### config.mk
export PLATFORM = sky130hd
export DESIGN_NAME = uart_rx_parity
export DESIGN_NICKNAME = d
export VERILOG_FILES = /design/src/rtl/uart_pkg.sv /design/src/rtl/uart_sync2.sv /design/src/rtl/uart_rx_parity.sv
export SDC_FILE = /design/constraint.sdc
export NUM_CORES = 1
export LEC_CHECK = 0
export CORE_MARGIN = 2
export CORE_UTILIZATION = 52
export CTS_BUF_LIST = sky130_fd_sc_hd__clkbuf_2 sky130_fd_sc_hd__clkbuf_4 sky130_fd_sc_hd__clkbuf_8
export DETAILED_ROUTE_END_ITERATION = 6
export PLACE_DENSITY = 0.82
export SLEW_MARGIN = 20
export SYNTH_ARGS = -nofsm -noshare
export SYNTH_HDL_FRONTEND = slang
export SYNTH_SLANG_ARGS = --single-unit
### constraint.sdc
create_clock -name clk -period 1.8 [get_ports clk]
set_input_delay 0.27 -clock clk [delete_from_list [all_inputs] [get_ports clk]]
set_output_delay 0.27 -clock clk [all_outputs]
set_load 0.01 [all_outputs]
### src/rtl/uart_pkg.sv
// Shared UART definitions: FSM encoding, oversampling constants and the parity
// function used by both uart_tx and uart_rx_parity so the two always agree.
package uart_pkg;

  typedef enum logic [2:0] {IDLE, START, DATA, PARITY, STOP} uart_state_e;

  localparam int OVERSAMPLE = 16;
  localparam int MID_SAMPLE = 7;

  // Parity bit a transmitter appends; zero-extension does not change the XOR.
  function automatic logic parity_of(input logic [31:0] data, input logic odd);
    return (^data) ^ odd;
  endfunction

endpackage

### src/rtl/uart_sync2.sv
// Two-flop synchronizer for an asynchronous, idle-high input.
module uart_sync2 (
  input  logic clk,
  input  logic reset,
  input  logic d,
  output logic q
);

  logic meta;

  always_ff @(posedge clk) begin
    if (reset) begin
      meta <= 1'b1;
      q    <= 1'b1;
    end else begin
      meta <= d;
      q    <= meta;
    end
  end

endmodule

### src/rtl/uart_rx_parity.sv
// UART receiver: start, DBIT data bits LSB first, one parity bit, stop.
// Samples mid-bit using the shared 16x s_tick; reports parity/framing errors.
module uart_rx_parity
  import uart_pkg::*;
#(
  parameter int DBIT       = 8,
  parameter int SB_TICK    = 16,
  parameter int PARITY_ODD = 0
) (
  input  logic            clk,
  input  logic            reset,
  input  logic            rx,
  input  logic            s_tick,
  output logic [DBIT-1:0] dout,
  output logic            rx_done_tick,
  output logic            parity_err,
  output logic            frame_err
);

  localparam int SW = $clog2((SB_TICK > OVERSAMPLE) ? SB_TICK : OVERSAMPLE);
  localparam int NW = (DBIT > 1) ? $clog2(DBIT) : 1;
  localparam logic [SW-1:0] S_MID  = SW'(MID_SAMPLE);
  localparam logic [SW-1:0] S_BIT  = SW'(OVERSAMPLE - 1);
  localparam logic [SW-1:0] S_STOP = SW'(SB_TICK - 1);
  localparam logic [NW-1:0] N_LAST = NW'(DBIT - 1);

  uart_state_e     state, state_n;
  logic [SW-1:0]   s, s_n;
  logic [NW-1:0]   n, n_n;
  logic [DBIT-1:0] b, b_n;
  logic            p, p_n;
  logic            armed, armed_n;
  logic            rx_s;
  logic            fin;
  logic [DBIT-1:0] dout_n;
  logic            perr_n, ferr_n;

  uart_sync2 u_sync (
    .clk   (clk),
    .reset (reset),
    .d     (rx),
    .q     (rx_s)
  );

  always_ff @(posedge clk) begin
    if (reset) begin
      state        <= IDLE;
      s            <= '0;
      n            <= '0;
      b            <= '0;
      p            <= 1'b0;
      armed        <= 1'b1;
      dout         <= '0;
      parity_err   <= 1'b0;
      frame_err    <= 1'b0;
      rx_done_tick <= 1'b0;
    end else begin
      state        <= state_n;
      s            <= s_n;
      n            <= n_n;
      b            <= b_n;
      p            <= p_n;
      armed        <= armed_n;
      dout         <= dout_n;
      parity_err   <= perr_n;
      frame_err    <= ferr_n;
      rx_done_tick <= fin;
    end
  end

  always_comb begin
    state_n = state;
    s_n     = s;
    n_n     = n;
    b_n     = b;
    p_n     = p;
    fin     = 1'b0;
    case (state)
      IDLE:
        if (!rx_s && armed) begin
          state_n = START;
          s_n     = '0;
        end
      START:
        if (s_tick) begin
          if (s == S_MID) begin
            s_n     = '0;
            n_n     = '0;
            state_n = rx_s ? IDLE : DATA;
          end else s_n = s + 1'b1;
        end
      DATA:
        if (s_tick) begin
          if (s == S_BIT) begin
            b_n = DBIT'({rx_s, b} >> 1);
            s_n = '0;
            if (n == N_LAST) state_n = PARITY;
            else             n_n     = n + 1'b1;
          end else s_n = s + 1'b1;
        end
      PARITY:
        if (s_tick) begin
          if (s == S_BIT) begin
            p_n     = rx_s;
            s_n     = '0;
            state_n = STOP;
          end else s_n = s + 1'b1;
        end
      STOP:
        if (s_tick) begin
          if (s == S_STOP) begin
            s_n     = '0;
            fin     = 1'b1;
            state_n = IDLE;
          end else s_n = s + 1'b1;
        end
      default: state_n = IDLE;
    endcase
    // A low stop bit leaves the line disarmed so a held break yields one frame.
    armed_n = fin ? rx_s : (armed | rx_s);
  end

  always_comb begin
    dout_n = dout;
    perr_n = parity_err;
    ferr_n = frame_err;
    if (fin) begin
      dout_n = b;
      perr_n = parity_of(32'(b), 1'(PARITY_ODD)) != p;
      ferr_n = ~rx_s;
    end
  end

endmodule
==> impl_summary.log, run 1 <==
INFO  metric critical_path.n_buffers_inverters = 0
INFO  metric worst_path_dominant_cell_family = simple AND/OR/NAND/NOR gates
INFO  metric r2r.worst_path.cells = 5
INFO  metric worst_ir_drop_vdd = 0.695 mV
INFO  metric ctsHoldBuffers = 0
INFO  metric globalRoute.totalOverflow = 0
INFO  metric avgSynthCellArea = 9.60 um2
INFO  metric worst_setup_path_start_kind = flip-flop
INFO  metric clockBufferDepth = 2
INFO  metric first_global_vias = 1208
INFO  metric p_leak = 0.850 nW
INFO  metric fp.coreArea = 2730 um2
INFO  metric cts_post_setup_buffers_inserted = 0
INFO  metric final_design_area_no_fill = 1900 um2
INFO  metric mappedNetlistArea = 1490 um2
INFO  metric worst_clock_skew = 7.59 ps
INFO  metric worst_slew_margin_rel = 80.5%
INFO  metric yosys_register_bits = 33
INFO  metric gp_congestion = 0.968
INFO  metric rsz0062_at_grt = yes
INFO  metric detail-route-antenna-nets = 0
INFO  metric crit-reg2reg-capture = s[3]
INFO  metric edff_count_synth = 0
INFO  metric gr-usage-all-layers = 21.1%
INFO  metric layout.nets = 191
INFO  metric critPathMaxFanout = 2
INFO  metric avgRoutedWirePerCell = 14.4 um
INFO  metric crit_path_end_kind = flip-flop
INFO  metric yosysSeqAreaShare = 44.4%
INFO  metric p_per_area = 821 nW/um2
INFO  metric setup_tns = -4.80 ps
INFO  metric timing.final.hold_violations = 0
INFO  metric multi_input_area = 837 um2
INFO  metric place.detailed.hpwl = 2230 um
INFO  metric grt_start_max_net_pins = 17
INFO  metric worst-setup-path-type = reg -> reg
INFO  metric setup_violations = 1
INFO  metric dominantRegCellSynth = dfxtp_1
INFO  metric tightestPinTransition = 291 ps
INFO  metric run_status = complete, but fails checks
INFO  metric firstDrtPassIters = 4
INFO  metric stage_delay_of_the_slowest_cell_on_the_critical_path = 540 ps
INFO  metric failed_checks = setup timing
INFO  metric die_height = 57.5 um
INFO  metric utilization_of_the_core_after_routing = 69.5%
INFO  metric detail_route.drc_violations = 0
INFO  metric cts_tree = done
INFO  metric initial_antenna_violation_count = 0
INFO  metric layout_worst_path_cycle_share = 100%
INFO  metric place_area = 1740 um2
INFO  metric netlist_instances = 155
INFO  metric min_path_cells = 1
INFO  metric timing.critical_path.required = 2070 ps
INFO  metric cts_htree_levels = 2
INFO  metric hold_end = u_sync.q
INFO  metric synth-async-reset-ratio = 0%
INFO  metric power = 1.56 mW
INFO  metric cts_buffers = 5
INFO  metric wire_length_of_the_first_global_routing_pass = 5300 um
INFO  metric io_buffers = 14
INFO  metric worst_r2r_startpoint = u_sync.q
INFO  metric io-pin-count = 15
INFO  metric seqCellArea = 664 um2
INFO  metric path_cells = or4b_4 -> a21oi_2 -> a31oi_2 -> or4_4 -> a31oi_4
INFO  metric fp.dieW = 57.5 um
INFO  metric vias = 1205
INFO  metric setup.reg_to_reg.worst_slack = -5 ps
INFO  metric mappedNetlistNets = 162
INFO  metric yosysUniqueCellTypes = 45
INFO  metric layout_setup_ws = -4.80 ps
INFO  metric min_path_type = reg -> reg
INFO  metric cp_slowest_cell = or4b_4
INFO  metric worstSetupStartpoint = u_sync.q
INFO  metric placementRows = 19
INFO  metric post-place-ws = -90.3 ps
INFO  metric cts-root-buf = clkbuf_4
INFO  metric clkSlewWorstSetupHoldPaths = 100 ps
INFO  metric clk-insertion-delay-late = 330 ps
INFO  metric routed_wl = 3120 um
INFO  metric clock-sinks = 33
INFO  metric dieArea = 3300 um2
INFO  metric layout_min_cycle_time = 1800 ps
INFO  metric num_antenna_cells = 0
INFO  metric drv_cap = 0
INFO  metric finalMaxSlewViolations = 0
INFO  metric drt_first_iter_violations = 47
INFO  metric num-fill-cells = 213
INFO  metric drive_above_1_share = 24.9%
INFO  metric synth-warning-count = 0
INFO  metric critical_path_cell_count = 5
INFO  metric max_clock_freq = 554 MHz
INFO  metric area_growth_syn_to_layout = 27.8%
INFO  metric initial_core_utilization = 54.4%
INFO  metric drt-vias-per-instance = 5.58
INFO  metric arrival = 2070 ps
INFO  metric worst_hold_startpoint = u_sync.meta
## synth_stat cells, types with 2 or more instances
master    instances  area, um2
a22oi_1           2       15.0
dfxtp_1          33        661
o21ai_1           2       10.0
nor2_1           28        105
nand3_1           4       20.0
a21oi_1           9       45.0
buf_2             3       15.0
xnor2_1           6       52.6
nor2b_1           2       12.5
ha_1              3       37.5
clkbuf_1          2       7.51
nor3b_1           2       15.0
or3_1             2       12.5
or2_2             3       18.8
mux2i_1          19        190
nand2_1           6       22.5
## state kept, by name, summed over array words and instances (netlist names)
name          count
b                 8
u_sync.meta       1
p                 1
state             3
dout              8
rx_done_tick      1
n                 3
armed             1
parity_err        1
frame_err         1
u_sync.q          1
s                 4
## worst max path at each step
stage | endpoint | slack [ps]
after floorplan | s[3] | 10
after global placement | s[3] | 20
after detailed placement | state[0] | -90
after CTS | state[0] | 0.1
after global routing | s[3] | -50
final | s[3] | -5
## power breakdown
part	internal [mW]	leakage (nW)	switching [mW]
combinational	0.105	0.534	0.112
clock	0.347	0.0489	0.246
sequential	0.742	0.267	0.00875
## metrics by stage
stage / std cells / hold WS (ps)
final: 216 / 435
after global routing: 216 / 444
after CTS: 216 / 436
after detailed placement: 208 / 410
after global placement: 208 / 395
after floorplan: 155 / 369
## placed cells by master (no fill, tap or decap), types with 2 or more instances in the layout
cell type | netlist | final
a21oi_1 | 9 | 8
a21oi_2 | 1 | 2
a22oi_1 | 2 | 2
buf_4 | 1 | 17
clkbuf_4 | 0 | 6
clkdlybuf4s50_1 | 0 | 14
dfxtp_1 | 33 | 30
dfxtp_2 | 0 | 3
mux2i_1 | 19 | 19
nand2_1 | 6 | 6
nand3_1 | 4 | 4
nor2_1 | 28 | 28
nor2b_1 | 2 | 2
o21ai_1 | 2 | 2
or2_2 | 3 | 2
xnor2_1 | 6 | 6
## metal layers
metal | global-route usage [%] | vias up | share of wire, %
met3 | 6.80 | 6 | 3.8
met1 | 23.8 | 577 | 43
met4 | 9.63 | 0 | 1.6
met5 | 0 | - | 0
li1 | - | 602 | -
met2 | 35.9 | 20 | 51
## cells by family (layout without fill, tap and decap cells)
group	count (synthesis)	after routing	synth area share, %
AO/OA/AOI/OAI	22	22	9.76
adder cells (fa/ha/maj)	3	3	2.52
XOR/XNOR	8	8	5.63
multiplexers	19	19	12.8
flip-flops	33	33	44.4
buffers and inverters	10	40	3.87
AND/OR/NAND/NOR	60	60	21.0
## final cells by class
type                            count  area share [%]
Clock inverter                      1            1.58
Timing Repair Buffer               31            14.1
Inverter                            1           0.197
Tap cell                           31            2.04
Multi-Input combinational cell    112            44.0
Sequential cell                    33            35.0
Clock buffer                        7            3.09
## repair_timing
item	CTS	global route
resized for setup	3	12
setup endpoints to repair	2	5
pin swaps	2	4
(Power assumes the default switching activity.)
==> run 2: changes to the inputs <==
- clock period: 1.8 -> 1.6 ns (I/O delays scaled with it)
==> run 2 against run 1 <==
  * The flow still finishes with violations (setup timing)
  * Register-to-register slack worse by 200 ps
  * Critical path type unchanged
  * Fmax hardly changed
  * Power is 19% higher
  * Core utilization is 9.1 points higher
==> impl_summary.log, run 2 (synthesis results as in run 1) <==
INFO  metric run_status = complete, but fails checks
INFO  metric failed_checks = setup timing
INFO  metric fp.coreArea = 2730 um2
INFO  metric worst_r2r_startpoint = state[0]
INFO  metric placementRows = 19
INFO  metric num-fill-cells = 184
INFO  metric drt-vias-per-instance = 5.56
INFO  metric globalRoute.totalOverflow = 0
INFO  metric timing.final.hold_violations = 0
INFO  metric worst-setup-path-type = reg -> reg
INFO  metric worst_slew_margin_rel = 78.3%
INFO  metric grt_start_max_net_pins = 19
INFO  metric max_clock_freq = 554 MHz
INFO  metric rsz0062_at_grt = yes
INFO  metric clock-sinks = 33
INFO  metric cts_buffers = 5
INFO  metric cts_tree = done
INFO  metric layout_setup_ws = -205 ps
INFO  metric gp_congestion = 0.940
INFO  metric hold_end = u_sync.q
INFO  metric drv_cap = 0
INFO  metric layout_min_cycle_time = 1810 ps
INFO  metric num_antenna_cells = 0
INFO  metric p_per_area = 863 nW/um2
INFO  metric crit-reg2reg-capture = s[3]
INFO  metric io-pin-count = 15
INFO  metric multi_input_area = 927 um2
INFO  metric worst_ir_drop_vdd = 1.00 mV
INFO  metric p_leak = 0.953 nW
INFO  metric worst_hold_startpoint = u_sync.meta
INFO  metric routed_wl = 3630 um
INFO  metric fp.dieW = 57.5 um
INFO  metric stage_delay_of_the_slowest_cell_on_the_critical_path = 560 ps
INFO  metric vias = 1273
INFO  metric final_design_area_no_fill = 2150 um2
INFO  metric min_path_cells = 1
INFO  metric ctsHoldBuffers = 0
INFO  metric layout_worst_path_cycle_share = 113%
INFO  metric first_global_vias = 1256
INFO  metric io_buffers = 14
INFO  metric clockBufferDepth = 2
INFO  metric firstDrtPassIters = 4
INFO  metric clkSlewWorstSetupHoldPaths = 100 ps
INFO  metric cts-root-buf = clkbuf_4
INFO  metric cts_htree_levels = 2
INFO  metric setup_violations = 6
INFO  metric drt_first_iter_violations = 47
INFO  metric detail_route.drc_violations = 0
INFO  metric dieArea = 3300 um2
INFO  metric arrival = 2060 ps
INFO  metric critPathMaxFanout = 2
INFO  metric layout_common_cells = 27 x nor2_1, 27 x dfxtp_1, 21 x buf_4
INFO  metric timing.critical_path.required = 1860 ps
INFO  metric area_growth_syn_to_layout = 44.4%
INFO  metric gr-usage-all-layers = 21.8%
INFO  metric path_cells = or4b_4 -> a21oi_4 -> a31oi_4 -> or4_4 -> a31oi_1
INFO  metric seqCellArea = 668 um2
INFO  metric clk-insertion-delay-late = 330 ps
INFO  metric avgRoutedWirePerCell = 15.8 um
INFO  metric utilization_of_the_core_after_routing = 78.6%
INFO  metric place.detailed.hpwl = 2360 um
INFO  metric crit_path_end_kind = flip-flop
INFO  metric setup.reg_to_reg.worst_slack = -210 ps
INFO  metric wire_length_of_the_first_global_routing_pass = 5510 um
INFO  metric tightestPinTransition = 324 ps
INFO  metric drive_above_1_share = 35.4%
INFO  metric finalMaxSlewViolations = 0
INFO  metric layout.nets = 204
INFO  metric detail-route-antenna-nets = 0
INFO  metric place_area = 1850 um2
INFO  metric r2r.worst_path.cells = 5
INFO  metric initial_core_utilization = 54.4%
INFO  metric cp_slowest_cell = or4b_4
INFO  metric worst_setup_path_start_kind = flip-flop
INFO  metric min_path_type = reg -> reg
INFO  metric layout_top_registers = b: 8 flops, dout: 8 flops, s: 4 flops
INFO  metric worst_clock_skew = 6.51 ps
INFO  metric die_height = 57.5 um
INFO  metric initial_antenna_violation_count = 0
-- run 2: worst max path at each step --
stage                            end  startpoint  slack (ps)
after floorplan                 s[3]    u_sync.q        -110
after global placement    parity_err      s_tick        -140
after detailed placement    state[0]      s_tick        -250
after CTS                       s[3]    state[0]        -170
after global routing            s[3]    state[0]        -250
final                           s[3]    state[0]        -210
-- run 2: layer usage --
metal	global-route usage, %	part of all wire [%]	vias up
met2	37.2	53	27
met4	9.97	0.47	0
met3	6.58	3.1	2
met5	0	0	-
li1	-	-	634
met1	24.8	44	610
-- run 2: through the flow --
stage | worst slack [ps] | total power, mW | setup TNS (ps) | std cells | hold WS (ps)
6_report | -205 | 1.85 | -600 | 229 | 439
5_1_grt | -247 | 1.92 | -1110 | 229 | 444
4_1_cts | -168 | 1.80 | -497 | 227 | 422
3_5_place_dp | -245 | 1.11 | -3250 | 217 | 399
3_3_place_gp | -143 | 1.09 | -2030 | 217 | 396
2_1_floorplan | -113 | 1.02 | -137 | 155 | 339
-- run 2: critical path: cells and delay by family, from the launching register on --
family / cells / cell delay [ps]
flip-flops: 1 / 330
AO/OA/AOI/OAI: 3 / 370
AND/OR/NAND/NOR: 2 / 1040
-- run 2: final cells by class --
| type | count | area share [%] |
|---|---|---|
| multi-input combinational | 112 | 43.2 |
| sequential | 33 | 31.1 |
| timing repair buffer | 44 | 19.6 |
| clock buffer | 7 | 2.74 |
| tap | 31 | 1.81 |
| clock inverter | 1 | 1.40 |
| inverter | 1 | 0.175 |
-- run 2: power breakdown --
group | switching [mW] | internal, mW
clock network | 0.277 | 0.390
logic | 0.175 | 0.168
registers | 0.00893 | 0.835
-- run 2: repair_timing --
| item | CTS | global route |
|---|---|---|
| resized for setup | 15 | 21 |
| setup buffers | 2 | 2 |
| setup endpoints to repair | 10 | 12 |
| pin swaps | 7 | 14 |
| cloned | 0 | 1 |
